`src/rtl/ifmap_fetch_ctrl_pkg.sv`:
```
// Shared types and constants for the ifmap fetch controller and its per-lane credit counters.
package ifmap_pkg;

  localparam int unsigned NUM_LANES  = 32;
  localparam int unsigned FIFO_DEPTH = 4;
  localparam int unsigned CRED_W     = $clog2(FIFO_DEPTH + 1);
  localparam int unsigned LANE_W     = $clog2(NUM_LANES);

  typedef enum logic [1:0] {
    IDLE,
    FETCH,
    DRAIN,
    DONE
  } fsm_state_e;

  // Index of the lowest set bit; 0 when the vector is empty.
  function automatic logic [LANE_W-1:0] lowest_lane(input logic [NUM_LANES-1:0] v);
    logic [LANE_W-1:0] idx;
    logic              found;
    idx   = '0;
    found = 1'b0;
    for (int unsigned i = 0; i < NUM_LANES; i++) begin
      if (v[i[LANE_W-1:0]] && !found) begin
        idx   = LANE_W'(i);
        found = 1'b1;
      end
    end
    return idx;
  endfunction

endpackage

```
`src/rtl/ifmap_fetch_ctrl_if.sv`:
```
// Descriptor, SRAM read port and FIFO-bank push/pop signals of the ifmap fetch controller.
interface ifmap_fetch_ctrl_if
  import ifmap_pkg::*;
#(
  parameter int unsigned DATA_W = 32,
  parameter int unsigned ADDR_W = 16,
  parameter int unsigned CNT_W  = 16
);

  logic                          start;
  logic [ADDR_W-1:0]             base_addr;
  logic [CNT_W-1:0]              words_per_lane;
  logic [NUM_LANES-1:0]          lane_mask;
  logic                          busy;
  logic                          done;
  logic                          sram_re;
  logic [ADDR_W-1:0]             sram_addr;
  logic [DATA_W-1:0]             sram_rdata;
  logic [NUM_LANES-1:0]          push;
  logic [NUM_LANES*DATA_W-1:0]   push_data;
  logic [NUM_LANES-1:0]          fifo_pop;
  logic [NUM_LANES-1:0]          fifo_not_empty;

  modport master (
    input  start, base_addr, words_per_lane, lane_mask,
    input  sram_rdata, fifo_pop, fifo_not_empty,
    output busy, done, sram_re, sram_addr, push, push_data
  );

  modport slave (
    output start, base_addr, words_per_lane, lane_mask,
    output sram_rdata, fifo_pop, fifo_not_empty,
    input  busy, done, sram_re, sram_addr, push, push_data
  );

endinterface

```
`src/rtl/ifmap_credit_ctr.sv`:
```
// Per-lane credit counter: starts full, -1 per issued read, +1 per effective FIFO pop.
module ifmap_credit_ctr
  import ifmap_pkg::*;
#(
  parameter int unsigned DEPTH = FIFO_DEPTH,
  parameter int unsigned CW    = CRED_W
) (
  input  logic          clk,
  input  logic          rst,
  input  logic          dec,
  input  logic          inc,
  output logic [CW-1:0] credit,
  output logic          has_credit
);

  // Saturates at both ends; dec and inc together cancel out.
  always_ff @(posedge clk or posedge rst) begin
    if (rst) begin
      credit <= CW'(DEPTH);
    end else if (dec && !inc && credit != '0) begin
      credit <= credit - CW'(1);
    end else if (inc && !dec && credit != CW'(DEPTH)) begin
      credit <= credit + CW'(1);
    end
  end

  assign has_credit = (credit != '0);

endmodule

```
`src/rtl/ifmap_fetch_ctrl.sv`:
```
// Fetches lane-interleaved ifmap words from SRAM and pushes each into its lane FIFO under credit flow control.
module ifmap_fetch_ctrl
  import ifmap_pkg::*;
#(
  parameter int unsigned DATA_W = 32,
  parameter int unsigned ADDR_W = 16,
  parameter int unsigned CNT_W  = 16
) (
  input  logic               clk,
  input  logic               rst,
  ifmap_fetch_ctrl_if.master bus
);

  fsm_state_e           state, state_n;
  logic [ADDR_W-1:0]    base_q;
  logic [CNT_W-1:0]     wpl_q, k_q, k_n;
  logic [NUM_LANES-1:0] mask_q, above;
  logic [LANE_W-1:0]    lane_q, lane_n, push_lane_q;
  logic                 push_vld_q;
  logic                 accept, issue, last_lane, last_k;
  logic [NUM_LANES-1:0] dec_vec, inc_vec, has_credit;
  logic [CRED_W-1:0]    credit_w [NUM_LANES];
  logic [DATA_W-1:0]    rdata;

  assign accept    = (state == IDLE) && bus.start;
  assign issue     = (state == FETCH) && has_credit[lane_q];
  // Enabled lanes strictly above the current one.
  assign above     = mask_q & ~((NUM_LANES'(2) << lane_q) - NUM_LANES'(1));
  assign last_lane = (above == '0);
  assign last_k    = (k_q == wpl_q - CNT_W'(1));

  always_comb begin
    state_n = state;
    k_n     = k_q;
    lane_n  = lane_q;
    case (state)
      IDLE: begin
        if (bus.start) begin
          k_n     = '0;
          lane_n  = lowest_lane(bus.lane_mask);
          state_n = (bus.words_per_lane == '0 || bus.lane_mask == '0) ? DONE : FETCH;
        end
      end
      FETCH: begin
        if (issue) begin
          if (!last_lane) begin
            lane_n = lowest_lane(above);
          end else begin
            lane_n = lowest_lane(mask_q);
            k_n    = k_q + CNT_W'(1);
            if (last_k) state_n = DRAIN;
          end
        end
      end
      DRAIN:   state_n = DONE;
      DONE:    state_n = IDLE;
      default: state_n = IDLE;
    endcase
  end

  always_ff @(posedge clk or posedge rst) begin
    if (rst) begin
      state       <= IDLE;
      base_q      <= '0;
      wpl_q       <= '0;
      mask_q      <= '0;
      k_q         <= '0;
      lane_q      <= '0;
      push_vld_q  <= 1'b0;
      push_lane_q <= '0;
    end else begin
      state      <= state_n;
      k_q        <= k_n;
      lane_q     <= lane_n;
      push_vld_q <= issue;
      if (issue) push_lane_q <= lane_q;
      if (accept) begin
        base_q <= bus.base_addr;
        wpl_q  <= bus.words_per_lane;
        mask_q <= bus.lane_mask;
      end
    end
  end

  always_comb begin
    dec_vec = '0;
    if (issue) dec_vec[lane_q] = 1'b1;
  end

  assign inc_vec = bus.fifo_pop & bus.fifo_not_empty;

  for (genvar i = 0; i < NUM_LANES; i++) begin : g_lane
    ifmap_credit_ctr #(
      .DEPTH (FIFO_DEPTH),
      .CW    (CRED_W)
    ) u_cred (
      .clk        (clk),
      .rst        (rst),
      .dec        (dec_vec[i]),
      .inc        (inc_vec[i]),
      .credit     (credit_w[i]),
      .has_credit (has_credit[i])
    );

    // A pop at full credit means the bank popped a word it was never sent.
    a_no_overpop: assert property (@(posedge clk) disable iff (rst)
      !(inc_vec[i] && !dec_vec[i] && credit_w[i] == CRED_W'(FIFO_DEPTH)));
  end

  assign rdata         = bus.sram_rdata;
  assign bus.busy      = (state == FETCH) || (state == DRAIN);
  assign bus.done      = (state == DONE);
  assign bus.sram_re   = issue;
  assign bus.sram_addr = base_q + (ADDR_W'(k_q) << LANE_W) + ADDR_W'(lane_q);
  assign bus.push      = push_vld_q ? (NUM_LANES'(1) << push_lane_q) : '0;
  assign bus.push_data = {NUM_LANES{rdata}};

endmodule

```
`src/flat_wrapper.sv`:
```
// flat-port wrapper written by rule: the top's interface ports become plain ports
module ifmap_fetch_ctrl_flat import ifmap_pkg::*;
#(
  parameter int unsigned DATA_W = 32,
  parameter int unsigned ADDR_W = 16,
  parameter int unsigned CNT_W  = 16
)
  (clk, rst, bus_start, bus_base_addr, bus_words_per_lane, bus_lane_mask, bus_sram_rdata, bus_fifo_pop, bus_fifo_not_empty, bus_busy, bus_done, bus_sram_re, bus_sram_addr, bus_push, bus_push_data);
  ifmap_fetch_ctrl_if #(.DATA_W(DATA_W), .ADDR_W(ADDR_W), .CNT_W(CNT_W)) bus_i ();
  input  logic clk;
  input  logic rst;
  input wire logic [$bits(bus_i.start)-1:0] bus_start;
  input wire logic [$bits(bus_i.base_addr)-1:0] bus_base_addr;
  input wire logic [$bits(bus_i.words_per_lane)-1:0] bus_words_per_lane;
  input wire logic [$bits(bus_i.lane_mask)-1:0] bus_lane_mask;
  input wire logic [$bits(bus_i.sram_rdata)-1:0] bus_sram_rdata;
  input wire logic [$bits(bus_i.fifo_pop)-1:0] bus_fifo_pop;
  input wire logic [$bits(bus_i.fifo_not_empty)-1:0] bus_fifo_not_empty;
  output wire logic [$bits(bus_i.busy)-1:0] bus_busy;
  output wire logic [$bits(bus_i.done)-1:0] bus_done;
  output wire logic [$bits(bus_i.sram_re)-1:0] bus_sram_re;
  output wire logic [$bits(bus_i.sram_addr)-1:0] bus_sram_addr;
  output wire logic [$bits(bus_i.push)-1:0] bus_push;
  output wire logic [$bits(bus_i.push_data)-1:0] bus_push_data;
  assign bus_i.start = bus_start;
  assign bus_i.base_addr = bus_base_addr;
  assign bus_i.words_per_lane = bus_words_per_lane;
  assign bus_i.lane_mask = bus_lane_mask;
  assign bus_i.sram_rdata = bus_sram_rdata;
  assign bus_i.fifo_pop = bus_fifo_pop;
  assign bus_i.fifo_not_empty = bus_fifo_not_empty;
  assign bus_busy = bus_i.busy;
  assign bus_done = bus_i.done;
  assign bus_sram_re = bus_i.sram_re;
  assign bus_sram_addr = bus_i.sram_addr;
  assign bus_push = bus_i.push;
  assign bus_push_data = bus_i.push_data;
  ifmap_fetch_ctrl #(.DATA_W(DATA_W), .ADDR_W(ADDR_W), .CNT_W(CNT_W)) u_core (.clk(clk), .rst(rst), .bus(bus_i));
endmodule
```
`config.mk`:
```
export PLATFORM = sky130hd
export DESIGN_NAME = ifmap_fetch_ctrl_flat
export DESIGN_NICKNAME = d
export VERILOG_FILES = /design/src/rtl/ifmap_fetch_ctrl_pkg.sv /design/src/rtl/ifmap_fetch_ctrl_if.sv /design/src/rtl/ifmap_credit_ctr.sv /design/src/rtl/ifmap_fetch_ctrl.sv /design/src/flat_wrapper.sv
export SDC_FILE = /design/constraint.sdc
export NUM_CORES = 1
export LEC_CHECK = 0
export CAP_MARGIN = 10
export CORE_AREA = 2 2 483 485
export CTS_CLUSTER_DIAMETER = 80
export CTS_CLUSTER_SIZE = 12
export DETAILED_ROUTE_END_ITERATION = 10
export DIE_AREA = 0 0 485 487
export PLACE_DENSITY = 0.3
export SYNTH_ARGS = -nofsm -noshare
export SYNTH_HDL_FRONTEND = slang
export SYNTH_SLANG_ARGS = --single-unit
```
`constraint.sdc`:
```
create_clock -name clk -period 6.9 [get_ports clk]
set_clock_uncertainty 0.1 [all_clocks]
set_input_delay 0.69 -clock clk [delete_from_list [all_inputs] [get_ports clk]]
set_output_delay 0.69 -clock clk [all_outputs]
set_load 0.1 [all_outputs]
```
==> metrics.yaml, run 1 <==
outcome: "finished clean"
placementRows: 177
worstHoldStart: "u_core.g_lane[13].u_cred.credit[0]"
setup_viol: 0
grt_max_degree: 99
grt.total_usage: 0.0694
max_clock_freq_mhz: 182
cts_made_buffers: 17
routed-via-count: 14000
avgRoutedWirePerCell_um: 17.3
synth_top_flop_cell: "sky130_fd_sc_hd__dfrtp_1"
data_arrival_time_of_the_critical_path_ps: 4700
postCtsResizedCells: 0
antenna_left: 0
vdd_ir_drop_max_uv: 562
ys_ff_latch: 189
synth_async_sr_flop_share: 1.00
clk_latency_ps: 510
critPathCaptureType: "primary output"
synth_top_cell_by_area: "sky130_fd_sc_hd__buf_4"
timing_worst_slew_pin_value_ps: 1020
antenna_found_initial: 2
worst-r2r-cell-count: 11
synthesis.nets: 2871
post_synthesis_xor_xnor_area_fraction: 0.0346
drt_pass1_iterations: 5
synth_compound_area_frac: 0.155
detailed_placement_wirelength_estimate_mm: 66.6
cts_tree: "done"
starting_utilization_of_the_core_area: 0.0962
netlist-cell-type-count: 94
coreArea_um2: 231000
globalRoute.totalOverflow: 0
top_cells_by_area_in_the_synthesized_netlist: "sky130_fd_sc_hd__buf_4 (35%), sky130_fd_sc_hd__dfrtp_1 (18%), sky130_fd_sc_hd__dfstp_2 (3.8%)"
place_congestion: 0.746
rsz0062_at_grt: "no"
startpoint_type: "flop"
crit_type: "reg2out"
drt_drc_violations_left: 0
post_synth_fa_ha_maj_area_fraction: 0.0415
yosysMostFrequentCell: "sky130_fd_sc_hd__buf_4"
combinational_family_with_the_most_area_after_synthesis: "buffers and inverters"
power.leakage_nw: 6.59
yosysWarnings: 0
reg2reg_setup_slack_ps: 1830
worst_setup_path_endpoint: "bus_sram_addr[11]"
slew_headroom: 0.320
finish.net_count: 2015
ys_seq_area_frac: 0.214
hold_ws_ps: 415
post_synth_and_or_nand_nor_area_fraction: 0.132
mappedNetlistArea_um2: 22300
cts_hold_repair.buffers: 0
dr.first_iter.drc_count: 819
crit_slowest_cell: "sky130_fd_sc_hd__clkdlybuf4s50_1"
clock-root-buffer: "sky130_fd_sc_hd__clkbuf_16"
cts-htree-levels: 4
post_synth_inst_count: 2654
post_cts_buffers: 0
critical_path_cell_count: 8
portBuffers: 181
design.portCount: 1238
finalWorstPathRequiredPeriod_ps: 5490
crit_path_max_fanout: 23
floorplan.die.width_um: 485
detail_route.vias_per_cell: 2.89
area_growth_syn_to_layout_pct: -7.13
worst_path_largest_cell_delay_ps: 1230
hold_removal_path_class: "reg2reg"
worst_path_dominant_cell_family: "compound AO/OA/AOI/OAI gates"
die_h_um: 487
synth_top_area_share: 0.347
detail_route.wirelength_mm: 83.9
numClockSinks: 189
leading_post_synthesis_cells_by_instance_count: "sky130_fd_sc_hd__buf_4 (1,030), sky130_fd_sc_hd__dfrtp_1 (157), sky130_fd_sc_hd__nand2_1 (148)"
filler_cells: 26800
critical_path_buf_inv_count: 1
dieArea_um2: 236000
finalSetupTns_ps: 0
max_cap_violations: 0
avgSynthCellArea_um2: 8.39
final-hold-violation-count: 0
cellPowerDensity_nw_per_um2: 382
via_count_of_the_first_global_routing_pass: 14100
cts.reportedPaths.clkPinSlew_ps: 90
grt_pass1_wl_mm: 116
max-clock-path-buffers: 2
slew_violations: 0
fin_crit_sh: 0.796
share_of_final_layout_standard_cells_stronger_than_drive_strength_1: 0.119
timing.critical_path.from: "u_core.lane_q[2]"
reg2reg_from: "u_core.lane_q[2]"
synth.area.mux_share: 0.0441
synth_enable_flop_cells: 0
r2r_end: "u_core.g_lane[18].u_cred.credit[2]"
worstPathRequired_ps: 6110
worstPathCellList: "ha_1 -> nand2_1 -> o21ai_0 -> o41ai_1 -> o2111ai_1 -> o211ai_1 -> xnor2_1 -> clkdlybuf4s50_1"
## worst reg2reg max path, cell delays in order, from the launching register on
cell and delay, ps:
sky130_fd_sc_hd__dfrtp_1 980, sky130_fd_sc_hd__nand2_1 340, sky130_fd_sc_hd__nor2_1 670, sky130_fd_sc_hd__o21ai_0 270
sky130_fd_sc_hd__and4_2 410, sky130_fd_sc_hd__buf_4 260, sky130_fd_sc_hd__a2111oi_4 580, sky130_fd_sc_hd__nand2_1 190
sky130_fd_sc_hd__fa_1 510, sky130_fd_sc_hd__nor4_1 310, sky130_fd_sc_hd__a31oi_1 70, sky130_fd_sc_hd__a211o_1 310
## final cells by class
cell class	count	area, µm²	share of cell area
diodes	1	2.50	0.000121
clock buffers	17	425	0.0206
clock inverters	15	180	0.00872
inverters	118	450	0.0218
multi-input cells	1270	9070	0.439
flip-flops and latches	189	4770	0.231
well taps	3043	3810	0.184
repair buffers	202	1970	0.0953
## kinds of logic (layout without fill, tap and decap cells)
family	Yosys count	in the layout
buffers and inverters	1195	352
and+or+nand+nor	583	583
AOI/OAI and AO/OA	460	460
DFF	189	189
xor gates and xnor gates	88	88
muxes	85	85
adders and majority gates	54	54
other	0	1
## flip-flops by register name, summed over array words and instances, names as in the netlist, 2 cells and up
register                     count
u_core.g_lane.u_cred.credit     96
u_core.mask_q                   32
u_core.k_q                      16
u_core.lane_q                    5
u_core.state                     2
u_core.push_lane_q               5
u_core.wpl_q                    16
u_core.base_q                   16
## how the worst min path moves through the flow
stage | end | slack [ps] | cells past startpoint
2_1_floorplan | u_core.g_lane[13].u_cred.credit[0] | 370 | 1
3_3_place_gp | u_core.g_lane[13].u_cred.credit[0] | 400 | 1
3_5_place_dp | u_core.g_lane[13].u_cred.credit[0] | 390 | 1
4_1_cts | u_core.g_lane[13].u_cred.credit[0] | 410 | 1
5_1_grt | u_core.g_lane[13].u_cred.credit[0] | 450 | 1
6_report | u_core.g_lane[13].u_cred.credit[0] | 410 | 1
## placed cells by master, fill, tap and decap left out, types with 12 or more instances in the layout
cell type,instances
sky130_fd_sc_hd__clkdlybuf4s50_1,176
sky130_fd_sc_hd__a22oi_1,35
sky130_fd_sc_hd__nand3_1,46
sky130_fd_sc_hd__o211ai_1,26
sky130_fd_sc_hd__nor2b_1,16
sky130_fd_sc_hd__a311oi_1,15
sky130_fd_sc_hd__inv_1,115
sky130_fd_sc_hd__nor2_1,146
sky130_fd_sc_hd__dfrtp_1,156
sky130_fd_sc_hd__and2_1,12
sky130_fd_sc_hd__fa_1,33
sky130_fd_sc_hd__a21oi_1,73
sky130_fd_sc_hd__dfstp_2,32
sky130_fd_sc_hd__clkbuf_16,17
sky130_fd_sc_hd__xnor2_1,76
sky130_fd_sc_hd__buf_4,25
sky130_fd_sc_hd__xor2_1,12
sky130_fd_sc_hd__mux2i_1,16
sky130_fd_sc_hd__ha_1,21
sky130_fd_sc_hd__o31ai_1,20
sky130_fd_sc_hd__mux2_2,65
sky130_fd_sc_hd__o21ai_0,100
sky130_fd_sc_hd__a31oi_1,19
sky130_fd_sc_hd__o41ai_1,12
sky130_fd_sc_hd__and3_1,14
sky130_fd_sc_hd__nand2_1,147
sky130_fd_sc_hd__nand4_1,13
sky130_fd_sc_hd__nor4_1,48
sky130_fd_sc_hd__or4_1,14
sky130_fd_sc_hd__a211oi_1,18
sky130_fd_sc_hd__nor3_1,53
## per-layer routing
metal	up-vias	part of all wire	track usage
met5	-	0	0.00225
met4	0	0.019	0.0183
met3	52	0.19	0.0627
met2	958	0.44	0.104
met1	6570	0.35	0.0699
li1	6453	-	-
## power breakdown
part	switching [mW]	leakage [nW]	internal [mW]	total, mW
registers	0.729	2.25	1.68	2.41
clock network	0.573	0.302	0.550	1.12
logic	2.81	4.05	1.55	4.36
total	4.11	6.59	3.78	7.89
## stage by stage
stage	std cells	cell area [µm²]	power, mW	utilization	setup slack [ps]
6_report	4855	20700	7.89	0.0893	1410
5_1_grt	4855	20700	8.53	0.0893	1090
4_1_cts	4854	20700	8.04	0.0893	1230
3_5_place_dp	4822	20100	6.83	0.0867	1830
3_3_place_gp	4822	20100	6.87	0.0867	1840
2_1_floorplan	2654	22300	8.24	-	729
Note: power is estimated with default switching activity, not from simulation.
==> run 2: changes to the inputs <==
--- a/config.mk
+++ b/config.mk
@@ -6,12 +6,12 @@
 export NUM_CORES = 1
 export LEC_CHECK = 0
 export CAP_MARGIN = 10
-export CORE_AREA = 2 2 483 485
+export CORE_AREA = 2 2 480 482
 export CTS_CLUSTER_DIAMETER = 80
 export CTS_CLUSTER_SIZE = 12
 export DETAILED_ROUTE_END_ITERATION = 10
-export DIE_AREA = 0 0 485 487
-export PLACE_DENSITY = 0.3
+export DIE_AREA = 0 0 482 484
+export PLACE_DENSITY = 0.31
 export SYNTH_ARGS = -nofsm -noshare
 export SYNTH_HDL_FRONTEND = slang
 export SYNTH_SLANG_ARGS = --single-unit
==> constraint.sdc (replaced) <==
create_clock -name clk -period 4.8 [get_ports clk]
set_clock_uncertainty 0.1 [all_clocks]
set_input_delay 0.48 -clock clk [delete_from_list [all_inputs] [get_ports clk]]
set_output_delay 0.48 -clock clk [all_outputs]
set_load 0.1 [all_outputs]
==> metrics.yaml, run 2 (synthesized netlist as in run 1, its figures left out) <==
finalSetupTns_ps: 0  # unchanged
coreArea_um2: 229000  # was 231,000 µm²
antenna_left: 0  # unchanged
grt_max_degree: 103  # was 99
max_clock_freq_mhz: 221
timing.critical_path.from: "u_core.lane_q[1]"  # was u_core.lane_q[2]
grt_pass1_wl_mm: 107  # was 116 mm
filler_cells: 26600  # was 26,800
routed-via-count: 14000  # about the same
data_arrival_time_of_the_critical_path_ps: 3940  # was 4700 ps
max-clock-path-buffers: 2  # unchanged
reg2reg_from: "u_core.lane_q[3]"  # was u_core.lane_q[2]
avgRoutedWirePerCell_um: 15.8  # was 17.3 µm
place_congestion: 0.733  # was 0.746
hold_ws_ps: 390  # was 415 ps
worstPathRequired_ps: 4220  # was 6110 ps
critPathCaptureType: "primary output"  # unchanged
die_h_um: 484  # was 487 µm
cellPowerDensity_nw_per_um2: 551  # was 382 nW/µm²
cts-htree-levels: 4  # unchanged
final-hold-violation-count: 0  # unchanged
drt_pass1_iterations: 5  # unchanged
dr.first_iter.drc_count: 884  # was 819
finalWorstPathRequiredPeriod_ps: 4520
startpoint_type: "flop"  # unchanged
insertedDiodeCount: 0  # was 1
globalRoute.totalOverflow: 0  # unchanged
cts_hold_repair.buffers: 0  # unchanged
clock-root-buffer: "sky130_fd_sc_hd__clkbuf_16"  # unchanged
share_of_final_layout_standard_cells_stronger_than_drive_strength_1: 0.135  # was 0.119
largest_registers: "u_core.g_lane.u_cred.credit (96), u_core.mask_q (32)"  # unchanged
crit_type: "reg2out"  # unchanged
via_count_of_the_first_global_routing_pass: 14000  # was 14,100
slew_violations: 0  # unchanged
design.portCount: 1238  # unchanged
vdd_ir_drop_max_uv: 789  # was 562 µV
post_cts_buffers: 0  # unchanged
cts.reportedPaths.clkPinSlew_ps: 80  # was 90 ps
worst-r2r-cell-count: 11  # unchanged
grt.total_usage: 0.0637  # was 0.0694
slew_headroom: 0.329  # was 0.320
reg2reg_setup_slack_ps: 370  # was 1830 ps
antenna_found_initial: 1  # was 2
hold_removal_path_class: "in2async"  # was reg2reg
placementRows: 176  # was 177
detail_route.wirelength_mm: 76.8  # was 83.9 mm
drt_drc_violations_left: 0  # unchanged
outcome: "finished clean"  # unchanged
fin_crit_sh: 0.943
starting_utilization_of_the_core_area: 0.0974  # was 0.0962
timing_worst_slew_pin_value_ps: 1000  # was 1020 ps
highest_count_cells_in_the_layout_ignoring_fill_and_taps: "sky130_fd_sc_hd__clkdlybuf4s50_1 (164), sky130_fd_sc_hd__dfrtp_1 (156), sky130_fd_sc_hd__nand2_1 (147), sky130_fd_sc_hd__nor2_1 (146), sky130_fd_sc_hd__inv_1 (115)"  # was sky130_fd_sc_hd__clkdlybuf4s50_1 (176), sky130_fd_sc_hd__dfrtp_1 (156), sky130_fd_sc_hd__nand2_1 (147), sky130_fd_sc_hd__nor2_1 (146), sky130_fd_sc_hd__inv_1 (115)
worst_setup_path_endpoint: "bus_sram_addr[14]"  # was bus_sram_addr[11]
detail_route.vias_per_cell: 2.89  # about the same
rsz0062_at_grt: "no"  # unchanged
max_cap_violations: 0  # unchanged
crit_path_max_fanout: 9  # was 23
numClockSinks: 189  # unchanged
area_growth_syn_to_layout_pct: -6.09  # was -7.13%
r2r_end: "u_core.g_lane[18].u_cred.credit[2]"  # unchanged
setup_viol: 0  # unchanged
layout.cells.most_common: "sky130_fd_sc_hd__clkdlybuf4s50_1"  # unchanged
portBuffers: 181  # unchanged
dieArea_um2: 233000  # was 236,000 µm²
power.leakage_nw: 6.75  # was 6.59 nW
finish.net_count: 2036  # was 2,015
clk_latency_ps: 510  # about the same
floorplan.die.width_um: 482  # was 485 µm
detailed_placement_wirelength_estimate_mm: 61.8  # was 66.6 mm
flip_flop_count_of_the_largest_register_after_layout: 96  # unchanged
regMostFlops: "u_core.g_lane.u_cred.credit"  # unchanged
postCtsResizedCells: 0  # unchanged
cts_made_buffers: 17  # unchanged
cts_tree: "done"  # unchanged
[run 2: metrics by stage]
step	cells	power [mW]	instance area (µm²)	utilization	worst slack [ps]
6_report	4857	11.5	20900	0.0915	276
5_1_grt	4857	12.4	20900	0.0915	34.6
4_1_cts	4857	11.7	20900	0.0915	233
3_5_place_dp	4826	10.0	20300	0.0889	429
3_3_place_gp	4826	10.1	20300	0.0889	427
2_1_floorplan	2654	11.9	22300	-	19.2
[run 2: report_power, final]
part	total, mW	internal (mW)	switching, mW
Sequential	3.44	2.41	1.03
Combinational	6.50	2.37	4.14
Clock	1.58	0.794	0.787
[run 2: worst min-delay path by stage]
stage,startpoint,endpoint,cells past startpoint
finish,rst,u_core.base_q[15],3
global route,rst,u_core.base_q[15],3
CTS,rst,u_core.base_q[15],3
detailed placement,u_core.g_lane[13].u_cred.credit[0],u_core.g_lane[13].u_cred.credit[0],1
global placement,u_core.g_lane[13].u_cred.credit[0],u_core.g_lane[13].u_cred.credit[0],1
floorplan,u_core.g_lane[13].u_cred.credit[0],u_core.g_lane[13].u_cred.credit[0],1
[run 2: cell type report]
cell class | instances | area (µm²) | share of cell area
repair buffers | 223 | 2230 | 0.107
clock inverters | 13 | 154 | 0.00736
flip-flops and latches | 189 | 4770 | 0.228
well taps | 3026 | 3790 | 0.181
multi-input cells | 1270 | 9070 | 0.434
clock buffers | 18 | 439 | 0.0210
inverters | 118 | 447 | 0.0214
[run 2: layer usage]
metal | track usage | wire, µm | vias to the layer above
met2 | 0.108 | 37400 | 959
met5 | 0.00435 | 50 | -
met4 | 0.0197 | 1570 | 2
li1 | - | - | 6462
met3 | 0.0289 | 8130 | 52
met1 | 0.0704 | 29700 | 6555
[run 2: critical path: stages, from the launching register on]
cell,delay [ps]
sky130_fd_sc_hd__dfrtp_2,530
sky130_fd_sc_hd__buf_4,220
sky130_fd_sc_hd__inv_1,290
sky130_fd_sc_hd__fa_1,300
sky130_fd_sc_hd__nor2b_1,70
sky130_fd_sc_hd__o21a_1,180
sky130_fd_sc_hd__o21a_1,200
sky130_fd_sc_hd__o211ai_1,290
sky130_fd_sc_hd__a21oi_1,180
sky130_fd_sc_hd__o31ai_1,600
sky130_fd_sc_hd__nand3_1,140
sky130_fd_sc_hd__o311ai_1,200
sky130_fd_sc_hd__buf_12,240
==> run 3: changes to the inputs <==
--- a/config.mk
+++ b/config.mk
@@ -12,6 +12,7 @@
 export DETAILED_ROUTE_END_ITERATION = 10
 export DIE_AREA = 0 0 482 484
 export PLACE_DENSITY = 0.31
+export SKIP_CTS_REPAIR_TIMING = 1
 export SYNTH_ARGS = -nofsm -noshare
 export SYNTH_HDL_FRONTEND = slang
 export SYNTH_SLANG_ARGS = --single-unit
==> results of run 3 <==
No change in the layout: final DEF, timing and power equal those of run 2.
